--- src/rtl/hls_snn_izikevich_hls_deadlock_monitor_param.sv ---
// hls_snn_izikevich_hls_deadlock_monitor_param
//
// Deadlock monitor for one level of the HLS SNN dataflow hierarchy. It merges
// the AXIS channel block flags, the block outputs of child monitors and the
// instance idle flags into one blocking condition. block is raised only after
// that condition has held for THRESH consecutive clock edges.
//
// It also reports:
//   - the lowest contributing AXIS channel at the moment block is entered;
//   - a saturating count of how many times block has been entered.
//
// Build option:
//   DEADLOCK_MON_STICKY_EN - when defined, BLOCKED latches. Only clear or reset
//                            can leave it, so at most one event is counted per
//                            clear.
//
// State table:
//   state      | meaning
//   ST_IDLE    | no blocking condition observed
//   ST_ARMING  | blocking condition seen; persistence count running
//   ST_BLOCKED | condition persisted THRESH edges; block asserted

module hls_snn_izikevich_hls_deadlock_monitor_param #(
    parameter int                         N_AXIS   = 6,
    parameter int                         N_INST   = 4,
    parameter int                         N_GRP    = 2,
    parameter logic [N_AXIS-1:0]          CUR_MASK = 6'b000001,
    parameter logic [N_GRP*N_AXIS-1:0]    GRP_MASK = 12'b111100_000010,
    parameter int                         THRESH   = 4,
    parameter int                         CNT_W    = 8,
    parameter int                         IDX_W    = 3
) (
    input  logic              clock,
    input  logic              reset,
    input  logic [N_AXIS-1:0] axis_block_sigs,
    input  logic [N_INST-1:0] inst_idle_sigs,
    input  logic [N_GRP-1:0]  inst_block_sigs,
    input  logic              clear,
    output logic              block,
    output logic              block_pending,
    output logic [IDX_W-1:0]  blocker_idx,
    output logic [CNT_W-1:0]  event_count
);

    localparam logic [1:0] ST_IDLE    = 2'd0;
    localparam logic [1:0] ST_ARMING  = 2'd1;
    localparam logic [1:0] ST_BLOCKED = 2'd2;

    // Count value held on the edge that completes persistence.
    localparam logic [CNT_W-1:0] CNT_LAST = CNT_W'(THRESH - 1);
    localparam logic [CNT_W-1:0] CNT_ONE  = CNT_W'(1);

    logic [1:0]        state_q, state_d;
    logic [CNT_W-1:0]  cnt_q,   cnt_d;
    logic [IDX_W-1:0]  idx_q,   idx_d;
    logic [CNT_W-1:0]  evt_q,   evt_d;

    logic [N_AXIS-1:0] contrib;
    logic              raw;
    logic [IDX_W-1:0]  lowest_idx;
    logic              enter_blocked;

    // Channels owned here count directly. A channel owned by a child counts
    // only while that child reports block.
    always_comb begin
        contrib = axis_block_sigs & CUR_MASK;
        for (int g = 0; g < N_GRP; g++) begin
            contrib = contrib
                    | ({N_AXIS{inst_block_sigs[g]}}
                       & axis_block_sigs
                       & GRP_MASK[g*N_AXIS +: N_AXIS]);
        end
    end

    // A design whose instances are all idle has simply finished, so it is
    // never reported as deadlocked.
    assign raw = (|contrib) & ~(&inst_idle_sigs);

    // Priority encoder: lowest set bit of contrib wins.
    always_comb begin
        lowest_idx = '0;
        for (int i = N_AXIS - 1; i >= 0; i--) begin
            if (contrib[i]) begin
                lowest_idx = IDX_W'(i);
            end
        end
    end

    // Next-state logic for the persistence FSM.
    always_comb begin
        state_d       = state_q;
        cnt_d         = cnt_q;
        enter_blocked = 1'b0;
        case (state_q)
            ST_IDLE: begin
                if (raw) begin
                    cnt_d = CNT_ONE;
                    if (THRESH == 1) begin
                        state_d       = ST_BLOCKED;
                        enter_blocked = 1'b1;
                    end else begin
                        state_d = ST_ARMING;
                    end
                end
            end
            ST_ARMING: begin
                if (!raw) begin
                    // One quiet cycle restarts persistence from zero.
                    state_d = ST_IDLE;
                    cnt_d   = '0;
                end else if (cnt_q == CNT_LAST) begin
                    state_d       = ST_BLOCKED;
                    enter_blocked = 1'b1;
                end else begin
                    cnt_d = cnt_q + CNT_ONE;
                end
            end
            ST_BLOCKED: begin
`ifdef DEADLOCK_MON_STICKY_EN
                // Latched. Only clear or reset leaves this state.
                state_d = ST_BLOCKED;
`else
                if (!raw) begin
                    state_d = ST_IDLE;
                    cnt_d   = '0;
                end
`endif
            end
            default: begin
                state_d = ST_IDLE;
                cnt_d   = '0;
            end
        endcase
    end

    // Capture the blocker index and bump the event count on entry to BLOCKED.
    always_comb begin
        idx_d = idx_q;
        evt_d = evt_q;
        if (enter_blocked) begin
            idx_d = lowest_idx;
            if (evt_q != {CNT_W{1'b1}}) begin
                evt_d = evt_q + CNT_ONE;
            end
        end
    end

    // State registers. Reset takes priority over clear, and clear over the FSM.
    always_ff @(posedge clock) begin
        if (!reset) begin
            state_q <= ST_IDLE;
            cnt_q   <= '0;
            idx_q   <= '0;
            evt_q   <= '0;
        end else if (clear) begin
            state_q <= ST_IDLE;
            cnt_q   <= '0;
            idx_q   <= '0;
            evt_q   <= '0;
        end else begin
            state_q <= state_d;
            cnt_q   <= cnt_d;
            idx_q   <= idx_d;
            evt_q   <= evt_d;
        end
    end

    assign block         = (state_q == ST_BLOCKED);
    assign block_pending = (state_q == ST_ARMING);
    assign blocker_idx   = idx_q;
    assign event_count   = evt_q;

endmodule

--- config.mk ---
export PLATFORM = sky130hd
export DESIGN_NAME = hls_snn_izikevich_hls_deadlock_monitor_param
export DESIGN_NICKNAME = d
export VERILOG_FILES = /design/src/rtl/hls_snn_izikevich_hls_deadlock_monitor_param.sv
export SDC_FILE = /design/constraint.sdc
export NUM_CORES = 1
export LEC_CHECK = 0
export ABC_CLOCK_PERIOD_IN_PS = 4490
export BUFFER_PORTS_ARGS = -buffer_cell sky130_fd_sc_hd__buf_2
export CAP_MARGIN = 20
export CORE_MARGIN = 8
export CORE_UTILIZATION = 50
export DETAILED_ROUTE_END_ITERATION = 10
export PLACE_DENSITY = 0.74
export SLEW_MARGIN = 20
export SYNTH_ARGS = -nofsm -noshare
export SYNTH_HDL_FRONTEND = slang
export SYNTH_SLANG_ARGS = --single-unit
export TNS_END_PERCENT = 50
--- constraint.sdc ---
create_clock -name clock -period 4.49 [get_ports clock]
set_input_delay 0.2245 -clock clock [delete_from_list [all_inputs] [get_ports clock]]
set_output_delay 0.2245 -clock clock [all_outputs]
set_load 0.01 [all_outputs]
==> results of run 1 <==
==> per-stage QoR <==
stage / hold WS [ns] / instances
after floorplan: 0.402 / 165
after global placement: 0.456 / 211
after detailed placement: 0.467 / 211
after CTS: 0.189 / 215
after global routing: 0.200 / 215
final: 0.203 / 215
==> placed cells by master (no fill, tap or decap), types with 2 or more instances in the layout <==
cell type / n
buf_2: 27
dfxtp_1: 21
nand2_1: 15
a21oi_1: 10
nand3_1: 10
o21ai_0: 8
a31oi_1: 7
nand2b_1: 6
nor2_1: 6
or4_1: 6
a211oi_1: 6
inv_1: 5
and3_1: 5
nor3_1: 4
nor4b_1: 3
nor2b_1: 3
mux2i_1: 3
a311oi_1: 3
nand4_1: 3
nand4b_1: 3
clkbuf_4: 3
o41ai_1: 2
and4_1: 2
a21o_1: 2
a41o_1: 2
o31ai_1: 2
ha_1: 2
==> cell type report <==
class	count	area, um2	area share (%)
well taps	30	37.5	2.55
inverters	5	18.8	1.28
flip-flops and latches	21	420	28.6
repair buffers	27	135	9.18
multi-input cells	128	833	56.6
clock buffers	4	26.3	1.79
==> cells by family (layout without fill, tap and decap cells) <==
kind of cell | after synthesis | count (layout) | share of synthesized area [%]
AND/OR/NAND/NOR | 72 | 72 | 31.7
adder cells (fa/ha/maj) | 2 | 2 | 1.88
flip-flops | 21 | 21 | 31.6
XOR/XNOR | 1 | 1 | 0.659
AO/OA/AOI/OAI | 50 | 50 | 26.2
multiplexers | 3 | 3 | 2.26
buffers and inverters | 16 | 36 | 5.74
==> flip-flops by register name, summed over array words and instances (netlist names) <==
name and cells:
blocker_idx 3, cnt_q 8, event_count 8, state_q 2
==> report_power, final <==
| group | total (uW) | internal (uW) | switching (uW) | leakage [uW] |
|---|---|---|---|---|
| Combinational | 37.6 | 13.1 | 24.5 | 0.000404 |
| Sequential | 190 | 188 | 2.34 | 0.000169 |
| Clock | 92.5 | 34.7 | 57.8 | 0.0000150 |
| Total | 320 | 235 | 84.7 | 0.000588 |
==> layer usage <==
layer | up-vias | wire (um)
li1 | 684 | -
met1 | 646 | 1470
met2 | 74 | 1550
met3 | 10 | 373
met4 | 0 | 79
met5 | - | 0
==> worst paths after layout <==
kind | from | endpoint | slack, ns | depth (start not counted)
hold reg to reg | blocker_idx[2] | blocker_idx[2] | 0.49 | 2
hold / removal | axis_block_sigs[0] | blocker_idx[0] | 0.20 | 3
setup reg to reg | cnt_q[4] | blocker_idx[2] | 2.29 | 4
setup / recovery | cnt_q[4] | blocker_idx[2] | 2.29 | 4
==> worst reg2reg max path, stage by stage (launching register included) <==
cell	delay, ns
dfxtp_1	0.40
or4_4	0.54
or3_4	0.48
or4_1	0.55
a21oi_1	0.15
==> impl_metrics.csv, run 1 <==
group,metric,value,unit
status,status,"complete, no violations",
run,maxCapViolCount,0,
yosys,synth-edff-count,0,
worst_setup_path,cp_cell_sequence,"or4_4 -> or3_4 -> or4_1 -> a21oi_1",
yosys,yosys-top-cells-count,"dfxtp_1, nand2_1, a21oi_1, nand3_1, o21ai_0",
worst_setup_path,path_delay_family,"simple AND/OR/NAND/NOR gates",
yosys,ys_seq_area_share,31.6,%
worst_setup_path,crit_path_end_kind,"register",
global_route,track_usage,16.1,%
sta,tns,0,ns
floorplanning,io_pins,28,
clocking,clock_sinks,21,
yosys,syn-cell-area,0.00133,mm2
yosys,synth.avg_cell_area,8.06,um2
clocking,cts_tree,"built",
sta,period_share,49.1,%
yosys,syn-instance-count,165,
cells_and_area,area_delta_synth_final,10.6,%
global_route,grt_pass1_vias,1299,
yosys,yosysTopAreaCell,"dfxtp_1",
sta,min_period,2.20,ns
sta,worst_slack,2.29,ns
floorplanning,die_y,67.6,um
sta,final-hold-violation-count,0,
place,place_area,0.00145,mm2
sta,fin_skew,0.00652,ns
floorplanning,core.rowCount,18,
clocking,cts_made_buffers,3,
sta,report.final.slew_viol_count,0,
detailed_routing,drc_errors,0,
worst_setup_path,path_class,"reg -> reg",
worst_setup_path,cp_max_fo,12,
cells_and_area,post-route-util,58.9,%
yosys,yosysMostFrequentCell,"dfxtp_1",
sta,tightestPinTransition,1.04,ns
clocking,post-cts-setup-buffers,0,
global_route,grt_overflow,0,
clocking,cts_max_level,1,
detailed_routing,routed_wl,3480,um
cells_and_area,drive_above_1_share,17.8,%
global_route,grt_util_met1,20.7,%
worst_setup_path,crit_required,4.72,ns
global_route,grt_pass1_wl,5840,um
sta,setup_viol,0,
cells_and_area,diodes,0,
yosys,synth_top_cell_area_share,31.6,%
yosys,async_reset_ff_share,0,%
sta,rsz0062_at_grt,"no",
place,io_buffers,27,
global_route,grt_most_used_layer,"met2",
global_route,grtUsageMet3,2.81,%
power,p_leak,0.000588,uW
detailed_routing,drt_iter0_markers,132,
floorplanning,start_util,53.2,%
power,pwr_density_cell,217,mW/mm2
power,power.total,320,uW
detailed_routing,vias,1414,
floorplanning,dieArea,0.00457,mm2
yosys,yosys_warnings,0,
detailed_routing,drtAntennaViolNets,0,
clocking,clk_pin_slew,0.12,ns
floorplanning,core,0.00250,mm2
worst_setup_path,crit_arrival,2.44,ns
sta,clock.fmax,454,MHz
power,ir_drop,0.152,mV
yosys,synth_cell_type_count,44,
global_route,use_met2,25.2,%
floorplanning,die_w,67.6,um
detailed_routing,viasPerCell,6.58,
place,preCtsSetupSlack,2.32,ns
yosys,synth_seq_cells,21,
clocking,cts_resized,0,
cells_and_area,fin_area,0.00147,mm2
clocking,clockRootBuffer,"clkbuf_4",
place,gp_congestion,0.905,
clocking,clock_latency,0.31,ns
worst_setup_path,cp_slowest_cell,"or4_1",
worst_setup_path,critical_path_buf_inv_count,0,
global_route,antenna_found_initial,0,
yosys,ys.flop_type,"dfxtp_1",
yosys,yosys-top-cells-area,"dfxtp_1, nand2_1, a21oi_1",
yosys,syn_nets,182,
global_route,grt_max_degree,18,
detailed_routing,wl_per_cell,16.2,um
sta,slew_headroom,30.9,%
worst_setup_path,crit_path_start_kind,"register",
clocking,hold_buffers,0,
clocking,clk_path_buf_depth,2,
cells_and_area,fillers,237,
min_path,hp-class,"in -> reg",
cells_and_area,nNetsFinal,203,
worst_setup_path,slowest_delay,0.55,ns
place,hpwl,2560,um
detailed_routing,first_pass_iters,4,
(Power assumes the default switching activity.)
==> run 2, diff against run 1 <==
Settings changed: ABC_AREA set to 1, ABC_CLOCK_PERIOD_IN_PS 4490 to 2200.
Clock period 4.49 ns to 2.2 ns, I/O delays scaled along.
==> impl_metrics.csv, run 2 <==
group,metric,value,unit
status,status,"complete, no violations",
global_route,grt_max_degree,16,
detailed_routing,vias,1200,
detailed_routing,met1_length,1230,um
floorplanning,dieArea,0.00449,mm2
clocking,clk_pin_slew,0.12,ns
floorplanning,io_pins,28,
cells_and_area,diodes,0,
clocking,clock_sinks,21,
sta,tightestPinTransition,0.479,ns
yosys,yosys-top-cells-count,"nand2_1, nor2_1, dfxtp_1, inv_1, a21oi_1",
detailed_routing,dr_wl_met2,1390,um
min_path,hp-class,"in -> reg",
floorplanning,die_w,67.0,um
yosys,syn-cell-area,0.00130,mm2
detailed_routing,viasPerCell,4.98,
place,io_buffers,27,
detailed_routing,drtAntennaViolNets,0,
yosys,yosys_warnings,0,
global_route,grt_pass1_wl,4680,um
floorplanning,die_y,67.0,um
cells_and_area,nNetsFinal,229,
clocking,cts_tree,"built",
global_route,antenna_found_initial,0,
yosys,synth-edff-count,0,
yosys,ys.flop_type,"dfxtp_1",
cells_and_area,layout_common_cells,"nand2_1, buf_2, nor2_1",
run,maxCapViolCount,0,
cells_and_area,drive_above_1_share,25.1,%
worst_setup_path,cpMostUsedCell,"nand2_1",
sta,slew_headroom,67.9,%
clocking,post-cts-setup-buffers,0,
worst_setup_path,r2r_slack,0.60,ns
clocking,hold_buffers,0,
clocking,cts_resized,0,
worst_setup_path,critical_path_buf_inv_count,2,
min_path,hp-start,"axis_block_sigs[0]",
worst_setup_path,cp_max_fo,8,
yosys,syn_nets,199,
clocking,clock_latency,0.29,ns
sta,clock.fmax,625,MHz
global_route,grt_pass1_vias,1135,
detailed_routing,drt_iter0_markers,54,
global_route,track_usage,12.8,%
floorplanning,core,0.00248,mm2
sta,final-hold-violation-count,0,
worst_setup_path,path_delay_family,"simple AND/OR/NAND/NOR gates",
place,hpwl,2180,um
min_path,holdPathStages,4,
sta,report.final.slew_viol_count,0,
cells_and_area,final_common_cell,"nand2_1",
power,p_leak,0.000636,uW
worst_setup_path,r2r_cells,9,
detailed_routing,highest_layer,"met4",
sta,fin_skew,0.00243,ns
detailed_routing,wl_per_cell,11.3,um
sta,setup_viol,0,
floorplanning,core.rowCount,18,
worst_setup_path,crit_required,2.43,ns
min_path,hold_path_end,"blocker_idx[0]",
yosys,yosys-top-cells-area,"dfxtp_1, nand2_1, nor2_1",
worst_setup_path,slowest_delay,0.42,ns
power,pwr_density_cell,441,mW/mm2
worst_setup_path,crit_path_start_kind,"register",
worst_setup_path,regToRegStartpoint,"event_count[0]",
power,power.total,655,uW
worst_setup_path,crit_path_end_kind,"register",
detailed_routing,route.met3.wl,90,um
clocking,clockRootBuffer,"clkbuf_4",
worst_setup_path,path_class,"reg -> reg",
yosys,synth_top_cell_area_share,32.3,%
yosys,synth_seq_cells,21,
clocking,clk_path_buf_depth,2,
worst_setup_path,crit_arrival,1.83,ns
worst_setup_path,cp_slowest_cell,"dfxtp_1",
clocking,cts_made_buffers,3,
yosys,ys_seq_area_share,32.3,%
worst_setup_path,r2r_end,"event_count[4]",
cells_and_area,area_delta_synth_final,14.1,%
sta,rsz0062_at_grt,"no",
detailed_routing,drc_errors,0,
detailed_routing,first_pass_iters,4,
yosys,yosysMostFrequentCell,"nand2_1",
floorplanning,start_util,52.5,%
yosys,yosysTopAreaCell,"dfxtp_1",
sta,min_period,1.60,ns
worst_setup_path,cp_cell_sequence,"ha_1 -> nand2_1 -> inv_1 -> nand2_1 -> nor4_4 -> inv_2 -> nand2_2 -> nand2_1 -> a21oi_1",
detailed_routing,routed_wl,2720,um
yosys,syn-instance-count,182,
cells_and_area,fillers,233,
sta,period_share,72.8,%
yosys,async_reset_ff_share,0,%
global_route,grt_overflow,0,
place,gp_congestion,0.856,
clocking,cts_max_level,1,
yosys,synth.avg_cell_area,7.14,um2
sta,tns,0,ns
power,ir_drop,0.311,mV
yosys,synth_cell_type_count,29,
[run 2: kinds of logic (layout without fill, tap and decap cells)]
| group | Yosys count | after routing | share of synthesized area, % |
|---|---|---|---|
| simple gates | 101 | 101 | 42.3 |
| buf+inv | 27 | 56 | 8.37 |
| flops | 21 | 21 | 32.3 |
| fa+ha+maj | 2 | 2 | 1.92 |
| compound gates | 22 | 22 | 8.95 |
| xor+xnor | 9 | 9 | 6.06 |
[run 2: area by class of cell]
| class | count | area [um2] | share of cell area, % |
|---|---|---|---|
| inverters | 25 | 93.8 | 6.32 |
| clock buffers | 4 | 26.3 | 1.77 |
| multi-input cells | 134 | 771 | 51.9 |
| repair buffers | 27 | 135 | 9.11 |
| flip-flops and latches | 21 | 420 | 28.3 |
| well taps | 30 | 37.5 | 2.53 |
[run 2: worst max-delay path by stage]
stage,from,endpoint,slack [ns],cells after the start
floorplan,event_count[0],event_count[5],0.74,9
global placement,event_count[0],event_count[0],0.68,9
detailed placement,event_count[0],event_count[4],0.62,9
CTS,event_count[0],event_count[4],0.59,9
global route,event_count[0],event_count[6],0.43,9
finish,event_count[0],event_count[4],0.60,9
[run 2: report_power, final]
part | internal (uW) | switching [uW]
registers | 385 | 4.97
clock network | 70.4 | 113
logic | 30.2 | 51.1
[run 2: worst register-to-register path, cell delays in order (launching register included)]
cell and delay, ns:
dfxtp_1 0.42, ha_1 0.22, nand2_1 0.06, inv_1 0.08
nand2_1 0.10, nor4_4 0.26, inv_2 0.06, nand2_2 0.15
nand2_1 0.08, a21oi_1 0.11
[run 2: metal layers]
layer  GRT usage, %  vias to the layer above
met1           14.3                      547
met5              0                        -
met3           2.85                        2
met4           4.44                        0
li1               -                      634
met2           23.2                       17
[run 2: metrics by stage]
step | util [%] | worst slack, ns | hold WS, ns | instance area (um2) | instances
2_1_floorplan | - | 0.744 | 0.313 | 1300 | 182
3_5_place_dp | 58.8 | 0.620 | 0.440 | 1460 | 237
4_1_cts | 59.9 | 0.589 | 0.108 | 1480 | 241
6_report | 59.9 | 0.599 | 0.111 | 1480 | 241
5_1_grt | 59.9 | 0.432 | 0.147 | 1480 | 241
3_3_place_gp | 58.8 | 0.682 | 0.428 | 1460 | 237
